--- config.mk ---
export PLATFORM = sky130hd
export DESIGN_NAME = pu_pass_sequencer
export DESIGN_NICKNAME = d
export VERILOG_FILES = /design/src/rtl/pu_pass_sequencer.sv
export SDC_FILE = /design/constraint.sdc
export NUM_CORES = 1
export LEC_CHECK = 0
export BUFFER_PORTS_ARGS = -buffer_cell sky130_fd_sc_hd__buf_2
export CAP_MARGIN = 20
export CORE_UTILIZATION = 49
export DETAILED_ROUTE_END_ITERATION = 8
export HOLD_SLACK_MARGIN = 0.02
export MAX_ROUTING_LAYER = met4
export PLACE_DENSITY = 0.76
export SLEW_MARGIN = 20
export SYNTH_ARGS = -nofsm -noshare
export SYNTH_HDL_FRONTEND = slang
export SYNTH_SLANG_ARGS = --single-unit
--- constraint.sdc ---
create_clock -name clk -period 8.65 [get_ports clk]
set_input_delay 1.2975 -clock clk [delete_from_list [all_inputs] [get_ports clk]]
set_output_delay 1.2975 -clock clk [all_outputs]
set_load 0.005 [all_outputs]
--- src/rtl/pu_pass_sequencer.sv ---
// pu_pass_sequencer
//   Multi-pass front end for the processing unit (PU). Queues pass
//   descriptors, launches one PU pass per descriptor, holds that pass's
//   mapping config and relocation bases in shadow registers while it runs,
//   relocates all PU global-buffer addresses, and applies optional ReLU on
//   the registered opsum write-back path.
//
// Ports
//   clk, reset                 clock, synchronous active-high reset
//   desc_valid/desc_ready      descriptor handshake
//   desc_cfg, desc_*_base      mapping word and relocation bases of a pass
//   desc_relu, desc_last       ReLU enable, final pass of the layer
//   pu_cfg, pu_start, pu_done  PU control (shadow config, start pulse, done)
//   pu_*_addr                  PU-relative GLB addresses
//   *_glb_addr                 relocated GLB read addresses (combinational)
//   pu_opsum_we/pu_opsum_data  PU opsum write-back
//   opsum_we_to_glb, opsum_glb_addr, opsum_to_glb  registered write-back
//   busy, layer_done, pass_count, cycle_count      status
module pu_pass_sequencer #(
   parameter int CFG_WIDTH       = 96,
   parameter int ADDR_WIDTH      = 20,
   parameter int DATA_WIDTH      = 16,
   parameter int DESC_FIFO_DEPTH = 4,
   parameter int PASS_CNT_WIDTH  = 8,
   parameter int CYC_CNT_WIDTH   = 32
) (
   input  logic                      clk,
   input  logic                      reset,
   input  logic                      desc_valid,
   output logic                      desc_ready,
   input  logic [CFG_WIDTH-1:0]      desc_cfg,
   input  logic [ADDR_WIDTH-1:0]     desc_ifmap_base,
   input  logic [ADDR_WIDTH-1:0]     desc_filter_base,
   input  logic [ADDR_WIDTH-1:0]     desc_psum_base,
   input  logic                      desc_relu,
   input  logic                      desc_last,
   output logic [CFG_WIDTH-1:0]      pu_cfg,
   output logic                      pu_start,
   input  logic                      pu_done,
   input  logic [ADDR_WIDTH-1:0]     pu_ifmap_addr,
   input  logic [ADDR_WIDTH-1:0]     pu_filter_addr,
   input  logic [ADDR_WIDTH-1:0]     pu_ipsum_addr,
   input  logic [ADDR_WIDTH-1:0]     pu_bias_addr,
   input  logic [ADDR_WIDTH-1:0]     pu_opsum_addr,
   output logic [ADDR_WIDTH-1:0]     ifmap_glb_addr,
   output logic [ADDR_WIDTH-1:0]     filter_glb_addr,
   output logic [ADDR_WIDTH-1:0]     ipsum_glb_addr,
   output logic [ADDR_WIDTH-1:0]     bias_glb_addr,
   input  logic                      pu_opsum_we,
   input  logic [DATA_WIDTH-1:0]     pu_opsum_data,
   output logic                      opsum_we_to_glb,
   output logic [ADDR_WIDTH-1:0]     opsum_glb_addr,
   output logic [DATA_WIDTH-1:0]     opsum_to_glb,
   output logic                      busy,
   output logic                      layer_done,
   output logic [PASS_CNT_WIDTH-1:0] pass_count,
   output logic [CYC_CNT_WIDTH-1:0]  cycle_count
);

   localparam int PTR_W = $clog2(DESC_FIFO_DEPTH);

   typedef struct packed {
      logic [CFG_WIDTH-1:0]  cfg;
      logic [ADDR_WIDTH-1:0] ifmap_base;
      logic [ADDR_WIDTH-1:0] filter_base;
      logic [ADDR_WIDTH-1:0] psum_base;
      logic                  relu;
      logic                  last;
   } desc_t;

   typedef enum logic [2:0] {
      S_IDLE  = 3'd0,
      S_LOAD  = 3'd1,
      S_START = 3'd2,
      S_RUN   = 3'd3,
      S_DRAIN = 3'd4
   } state_t;

   // ---------------------------------------------------------------
   // Descriptor FIFO. Pointers carry one extra wrap bit so full and
   // empty are distinguishable without a separate count.
   // ---------------------------------------------------------------
   desc_t            fifo_mem [DESC_FIFO_DEPTH];
   logic [PTR_W:0]   wr_ptr, rd_ptr;
   logic             fifo_empty, fifo_full;
   logic             push, pop;
   desc_t            desc_in;

   assign fifo_empty = (wr_ptr == rd_ptr);
   assign fifo_full  = (wr_ptr[PTR_W] != rd_ptr[PTR_W]) &&
                       (wr_ptr[PTR_W-1:0] == rd_ptr[PTR_W-1:0]);

   // Ready is a function of stored pointers only, so a pop in the same
   // cycle never opens a slot early. Masked while reset is held so all
   // outputs read 0 during reset; rises in the first cycle reset is low.
   assign desc_ready = !fifo_full && !reset;
   assign push       = desc_valid && desc_ready;

   assign desc_in = '{cfg:         desc_cfg,
                      ifmap_base:  desc_ifmap_base,
                      filter_base: desc_filter_base,
                      psum_base:   desc_psum_base,
                      relu:        desc_relu,
                      last:        desc_last};

   always_ff @(posedge clk) begin
      if (reset) begin
         wr_ptr <= '0;
         rd_ptr <= '0;
      end else begin
         if (push) wr_ptr <= wr_ptr + (PTR_W+1)'(1);
         if (pop)  rd_ptr <= rd_ptr + (PTR_W+1)'(1);
      end
   end

   // Storage needs no reset; the pointers define what is valid.
   always_ff @(posedge clk) begin
      if (push) fifo_mem[wr_ptr[PTR_W-1:0]] <= desc_in;
   end

   // ---------------------------------------------------------------
   // Pass FSM
   // ---------------------------------------------------------------
   state_t state_q, state_d;
   logic   load_en, cc_inc, pass_step;
   desc_t  sh_q;

   always_ff @(posedge clk) begin
      if (reset) state_q <= S_IDLE;
      else       state_q <= state_d;
   end

   // pu_done only matters in RUN; elsewhere it is ignored.
   always_comb begin
      state_d = state_q;
      case (state_q)
         S_IDLE:  if (!fifo_empty) state_d = S_LOAD;
         S_LOAD:  state_d = S_START;
         S_START: state_d = S_RUN;
         S_RUN:   if (pu_done) state_d = S_DRAIN;
         S_DRAIN: state_d = S_IDLE;
         default: state_d = S_IDLE;
      endcase
   end

   always_comb begin
      pu_start   = 1'b0;
      layer_done = 1'b0;
      load_en    = 1'b0;
      cc_inc     = 1'b0;
      pass_step  = 1'b0;
      case (state_q)
         S_LOAD:  load_en = 1'b1;
         S_START: begin
            pu_start = 1'b1;
            cc_inc   = 1'b1;
         end
         S_RUN:   cc_inc = 1'b1;
         S_DRAIN: begin
            pass_step  = 1'b1;
            layer_done = sh_q.last;
         end
         default: ;
      endcase
   end

   // LOAD is only entered with a non-empty FIFO, so it doubles as pop.
   assign pop = load_en;

   // ---------------------------------------------------------------
   // Shadow registers: the running pass sees only what LOAD captured.
   // ---------------------------------------------------------------
   always_ff @(posedge clk) begin
      if (reset)        sh_q <= '0;
      else if (load_en) sh_q <= fifo_mem[rd_ptr[PTR_W-1:0]];
   end

   assign pu_cfg = sh_q.cfg;

   // ---------------------------------------------------------------
   // Address relocation (wraps modulo 2^ADDR_WIDTH). Bias lives in the
   // filter region, ipsum/opsum in the psum region.
   // ---------------------------------------------------------------
   logic [ADDR_WIDTH-1:0] opsum_addr_rel;

   assign ifmap_glb_addr  = pu_ifmap_addr  + sh_q.ifmap_base;
   assign filter_glb_addr = pu_filter_addr + sh_q.filter_base;
   assign bias_glb_addr   = pu_bias_addr   + sh_q.filter_base;
   assign ipsum_glb_addr  = pu_ipsum_addr  + sh_q.psum_base;
   assign opsum_addr_rel  = pu_opsum_addr  + sh_q.psum_base;

   // ---------------------------------------------------------------
   // Opsum write-back stage. A write in the pu_done cycle lands in DRAIN,
   // still under this pass's shadow base and relu.
   // ---------------------------------------------------------------
   logic [DATA_WIDTH-1:0] opsum_data_act;

   assign opsum_data_act = (sh_q.relu && pu_opsum_data[DATA_WIDTH-1]) ?
                           '0 : pu_opsum_data;

   always_ff @(posedge clk) begin
      if (reset) begin
         opsum_we_to_glb <= 1'b0;
         opsum_glb_addr  <= '0;
         opsum_to_glb    <= '0;
      end else begin
         opsum_we_to_glb <= pu_opsum_we;
         if (pu_opsum_we) begin
            opsum_glb_addr <= opsum_addr_rel;
            opsum_to_glb   <= opsum_data_act;
         end
      end
   end

   // ---------------------------------------------------------------
   // Counters. cycle_count saturates and keeps the last pass's length
   // until the next LOAD; pass_count resets at the end of each layer.
   // ---------------------------------------------------------------
   always_ff @(posedge clk) begin
      if (reset) begin
         cycle_count <= '0;
      end else if (load_en) begin
         cycle_count <= '0;
      end else if (cc_inc && (cycle_count != '1)) begin
         cycle_count <= cycle_count + CYC_CNT_WIDTH'(1);
      end
   end

   always_ff @(posedge clk) begin
      if (reset) begin
         pass_count <= '0;
      end else if (pass_step) begin
         if (sh_q.last) pass_count <= '0;
         else           pass_count <= pass_count + PASS_CNT_WIDTH'(1);
      end
   end

   assign busy = !fifo_empty || (state_q != S_IDLE);

endmodule

==> results by stage <==
Global routing:
- The wire length of the first global-routing pass is 131 mm.
- The remaining global-route overflow is 0.
- Entering global routing, the biggest net connects 163 pins.
- The number of antenna violations at the first check in global routing is 45.
- For this run, the total global-route usage over all layers was measured as 0.237.
- The via count of the first global-routing pass is 22000.

Synth:
- Of the total synthesized cell area, the portion taken by full adders, half adders and majority gates is 0.0375.
- The number of nets handed over by synthesis was 2987.
- The area share of the leading cell type in the synthesized netlist is 0.518.
- The synthesized netlist occupies a cell area of 36700 µm².
- For this run, the register share of the synthesized area comes to 0.651.
- The cell count after synthesis came out at 2601.
- The biggest area contributor in the post-synthesis netlist is sky130_fd_sc_hd__edfxtp_1.
- The largest family of logic cells by synthesized area is multiplexers.
- The multiplexer share of the synthesized area is 0.101.
- In the post-synthesis netlist, the biggest area contributors are sky130_fd_sc_hd__edfxtp_1, sky130_fd_sc_hd__dfxtp_1, sky130_fd_sc_hd__mux4_2.
- For this run, the number of Yosys warnings is 0.
- Among all flip-flop cells after synthesis, the most frequent one is sky130_fd_sc_hd__edfxtp_1.
- Of all flip-flops after synthesis, the portion carrying an async set or reset was 0.
- The mean instance size in the synthesized netlist is 14.1 µm².
- The post-synthesis compound-gate area fraction is 0.0651.
- The number of synthesized register bits is 876.
- In this run, synthesis inferred 632 flip-flops with an integrated enable.
- Of the total synthesized cell area, the portion taken by AND, OR, NAND and NOR gates is 0.0805.
- The count of distinct cell types in the synthesized netlist is 67.
- The share of the synthesized netlist area taken by xor and xnor gates is 0.0301.

Detailed routing:
- The number of vias after detailed routing is 22700.
- Dividing the detail-routed wire length by the instance count gives 21.6 µm.
- For this run, design rule violations remaining after detail routing come to 0.
- The post-detailed-route via-to-cell ratio is 5.51.
- The total wirelength of the detailed-routed design is 89.2 mm.
- The number of detailed-routing iterations run before antenna repair is 7.
- The iteration-0 DRC count of the detailed router is 1478.
- The antenna violation net count after detailed routing is 0.

Timing:
- Measured against its own limit, the worst slew margin works out to 0.299.
- The setup clock skew after layout is 35.7 ps.
- The final count of hold timing violations is 0.
- The smallest clock period supported by the final layout is computed as 5160 ps.
- Adding up every negative setup slack in the final design gives 0 ps.
- Setup repair after global routing left no endpoint under its margin.
- Dividing the final minimum period by the clock period gives 0.597.
- The number of slew-limit violations in the final report was 0.
- For the pin with the worst max-slew slack, the measured transition is 1050 ps.
- The maximum achievable frequency is 194 MHz.
- The final-report setup violation count is 0.
- Across all hold checks on the routed design, the worst slack comes to 450 ps.

Floorplan:
- The die covers 75900 µm².
- The die is 276 µm tall.
- The initial utilization of the core area, before any placement, comes to 0.499.
- The row count is 99.
- 536 I/O pins were placed.
- From left edge to right edge, the die measures 276 µm.
- The core region is 73500 µm².

Placed design:
- Input and output buffers added on the ports amount to 535.
- Routability-driven placement finished with a final weighted congestion of 0.939.
- The total half-perimeter wirelength after legalization and detailed placement is 58.5 mm.

Power:
- VDD sags by at most 0.249 mV.
- The power density normalized to cell area is 280 nW/µm².
- Summed over all cells, the static leakage comes to 16.0 nW.

Clock network:
- The longest clock path from root to sink contains 3 buffers.
- The root buffer cell is sky130_fd_sc_hd__clkbuf_16.
- The clock slew at the register clock pins of the worst setup and hold paths is 60 ps.
- The clock reaches the later pin of the worst-skew pair after 630 ps.
- The number of setup buffers added after CTS is 0.
- The clock tree from TritonCTS is built.
- The cts-stage hold buffer count is 0.
- The clock buffer count from CTS is 90.
- The clock net in this run drives a total of 876 sinks.
- The number of H-tree levels is 3.
- The number of gates resized after CTS was 0.

Setup path:
- The arrival time at the worst endpoint is 3860 ps.
- The endpoint type of the worst setup path is an output pin.
- The worst endpoint required time is 7350 ps.
- The depth of the most critical reg-to-reg path is 5.
- The worst register-to-register path ends at fifo_mem[2][39].
- The worst setup path is launched from an input pin.
- The critical setup path kind is in -> out.
- The startpoint of the lowest-slack register-to-register path is rd_ptr[1].
- Along the worst path, the maximum fanout reaches 3.
- The slack of the worst reg-to-reg path is 4810 ps.
- In this run the worst setup path begins at pu_ipsum_addr[0].

Cells and area:
- In the layout the commonest cells are sky130_fd_sc_hd__edfxtp_1, sky130_fd_sc_hd__buf_2, sky130_fd_sc_hd__nand2_1.
- The library cell used most frequently in the layout, excluding fill and tap cells, is sky130_fd_sc_hd__edfxtp_1.
- In the final layout, the multi-input gates occupy 11500 µm².
- The layout-stage area growth over the synthesis result is 16.8%.
- The number of fill cells in the layout is 5732.
- Across the whole layout, storage elements account for 23900 µm².
- After the last flow step, the layout net total stands at 3425.
- The share of layout cells above drive strength 1 is 0.279.

Status:
- The run finished with clean final reports.

Worst hold path:
- The worst hold path belongs to the class reg -> reg.
- The worst hold path passes through 2 cells.
- The critical hold path startpoint is pu_cfg[72].
- The worst min-delay path endpoint is pu_cfg[72].

Run:
- The max-capacitance violation count is 0.
==> metal layers <==
metal	vias up	track usage	part of all wire
li1	10600	-	-
met1	11300	0.288	0.40
met2	688	0.372	0.49
met3	183	0.0594	0.071
met4	0	0.108	0.040
met5	-	-	0
==> worst max path at each step <==
| stage | end | slack, ps | cells past startpoint |
|---|---|---|---|
| CTS | ipsum_glb_addr[18] | 3540 | 12 |
| finish | ipsum_glb_addr[18] | 3490 | 12 |
| detailed placement | ipsum_glb_addr[18] | 3560 | 12 |
| floorplan | fifo_mem[3][0] | 2620 | 3 |
| global route | ipsum_glb_addr[18] | 3220 | 12 |
| global placement | bias_glb_addr[16] | 3580 | 11 |
==> final cells by class <==
type | count | area share
timing repair buffer | 554 | 0.0675
sequential | 876 | 0.558
tap | 959 | 0.0280
clock inverter | 41 | 0.0129
multi-input combinational | 1486 | 0.270
clock buffer | 127 | 0.0587
antenna | 48 | 0.00281
inverter | 31 | 0.00272
==> stage by stage <==
step	instance area [µm²]	util	total power [W]	instances	worst slack [ps]
after floorplan	36700	-	0.00722	2601	2620
after global placement	39600	0.539	0.00809	3906	3580
after detailed placement	39600	0.539	0.00814	3906	3560
after CTS	42700	0.581	0.0121	4074	3540
after global routing	42800	0.583	0.0125	4119	3220
final	42800	0.583	0.0120	4122	3490
==> synthesized netlist by cell type (3+ instances only) <==
cell	instances
sky130_fd_sc_hd__mux2i_1	14
sky130_fd_sc_hd__nand2_1	379
sky130_fd_sc_hd__nor3_1	20
sky130_fd_sc_hd__o21ai_0	41
sky130_fd_sc_hd__a2111oi_0	6
sky130_fd_sc_hd__o311ai_0	3
sky130_fd_sc_hd__xnor2_1	66
sky130_fd_sc_hd__dfxtp_1	244
sky130_fd_sc_hd__ha_1	102
sky130_fd_sc_hd__o31ai_1	6
sky130_fd_sc_hd__nand3_1	34
sky130_fd_sc_hd__and2_1	8
sky130_fd_sc_hd__a31oi_1	7
sky130_fd_sc_hd__o21a_1	6
sky130_fd_sc_hd__o211ai_1	6
sky130_fd_sc_hd__inv_1	31
sky130_fd_sc_hd__a21o_1	35
sky130_fd_sc_hd__buf_4	96
sky130_fd_sc_hd__buf_2	16
sky130_fd_sc_hd__o22ai_1	6
sky130_fd_sc_hd__or2_2	5
sky130_fd_sc_hd__o21bai_1	11
sky130_fd_sc_hd__nor3b_1	5
sky130_fd_sc_hd__mux4_2	158
sky130_fd_sc_hd__a211oi_1	10
sky130_fd_sc_hd__clkbuf_1	88
sky130_fd_sc_hd__xor2_1	60
sky130_fd_sc_hd__and4_1	7
sky130_fd_sc_hd__edfxtp_1	632
sky130_fd_sc_hd__nor2_1	121
sky130_fd_sc_hd__fa_1	5
sky130_fd_sc_hd__a21oi_1	248
sky130_fd_sc_hd__buf_1	8
sky130_fd_sc_hd__nand4_1	17
sky130_fd_sc_hd__nor2b_1	19
sky130_fd_sc_hd__nand2b_1	16
sky130_fd_sc_hd__and3_1	26
==> worst max-delay path, cell delays in order <==
cell	delay [ps]
sky130_fd_sc_hd__buf_2	100
sky130_fd_sc_hd__ha_1	230
sky130_fd_sc_hd__fa_1	430
sky130_fd_sc_hd__a211oi_1	240
sky130_fd_sc_hd__o21ai_0	240
sky130_fd_sc_hd__o21ai_0	240
sky130_fd_sc_hd__buf_4	210
sky130_fd_sc_hd__o221ai_1	180
sky130_fd_sc_hd__a41oi_1	310
sky130_fd_sc_hd__a21oi_1	110
sky130_fd_sc_hd__xor2_1	150
sky130_fd_sc_hd__buf_2	130
==> report_power, final <==
group / total [W] / internal (W) / switching (W)
logic: 0.00295 / 0.00132 / 0.00163
clock network: 0.00394 / 0.00234 / 0.00160
registers: 0.00509 / 0.00482 / 0.000273
==> flip-flops by register name, indices dropped and copies added, names as in the netlist <==
| name | count |
|---|---|
| cycle_count | 32 |
| fifo_mem | 632 |
| opsum_glb_addr | 20 |
| opsum_to_glb | 16 |
| opsum_we_to_glb | 1 |
| pass_count | 8 |
| pu_cfg | 96 |
| rd_ptr | 3 |
| sh_q | 62 |
| state_q | 3 |
| wr_ptr | 3 |
==> kinds of logic after synthesis <==
family                   Yosys count
multiplexers                     172
flip-flops                       876
AND/OR/NAND/NOR                  672
adder cells (fa/ha/maj)          107
buffers and inverters            239
AO/OA/AOI/OAI                    409
XOR/XNOR                         126
Note: power is estimated with default switching activity, not from simulation.
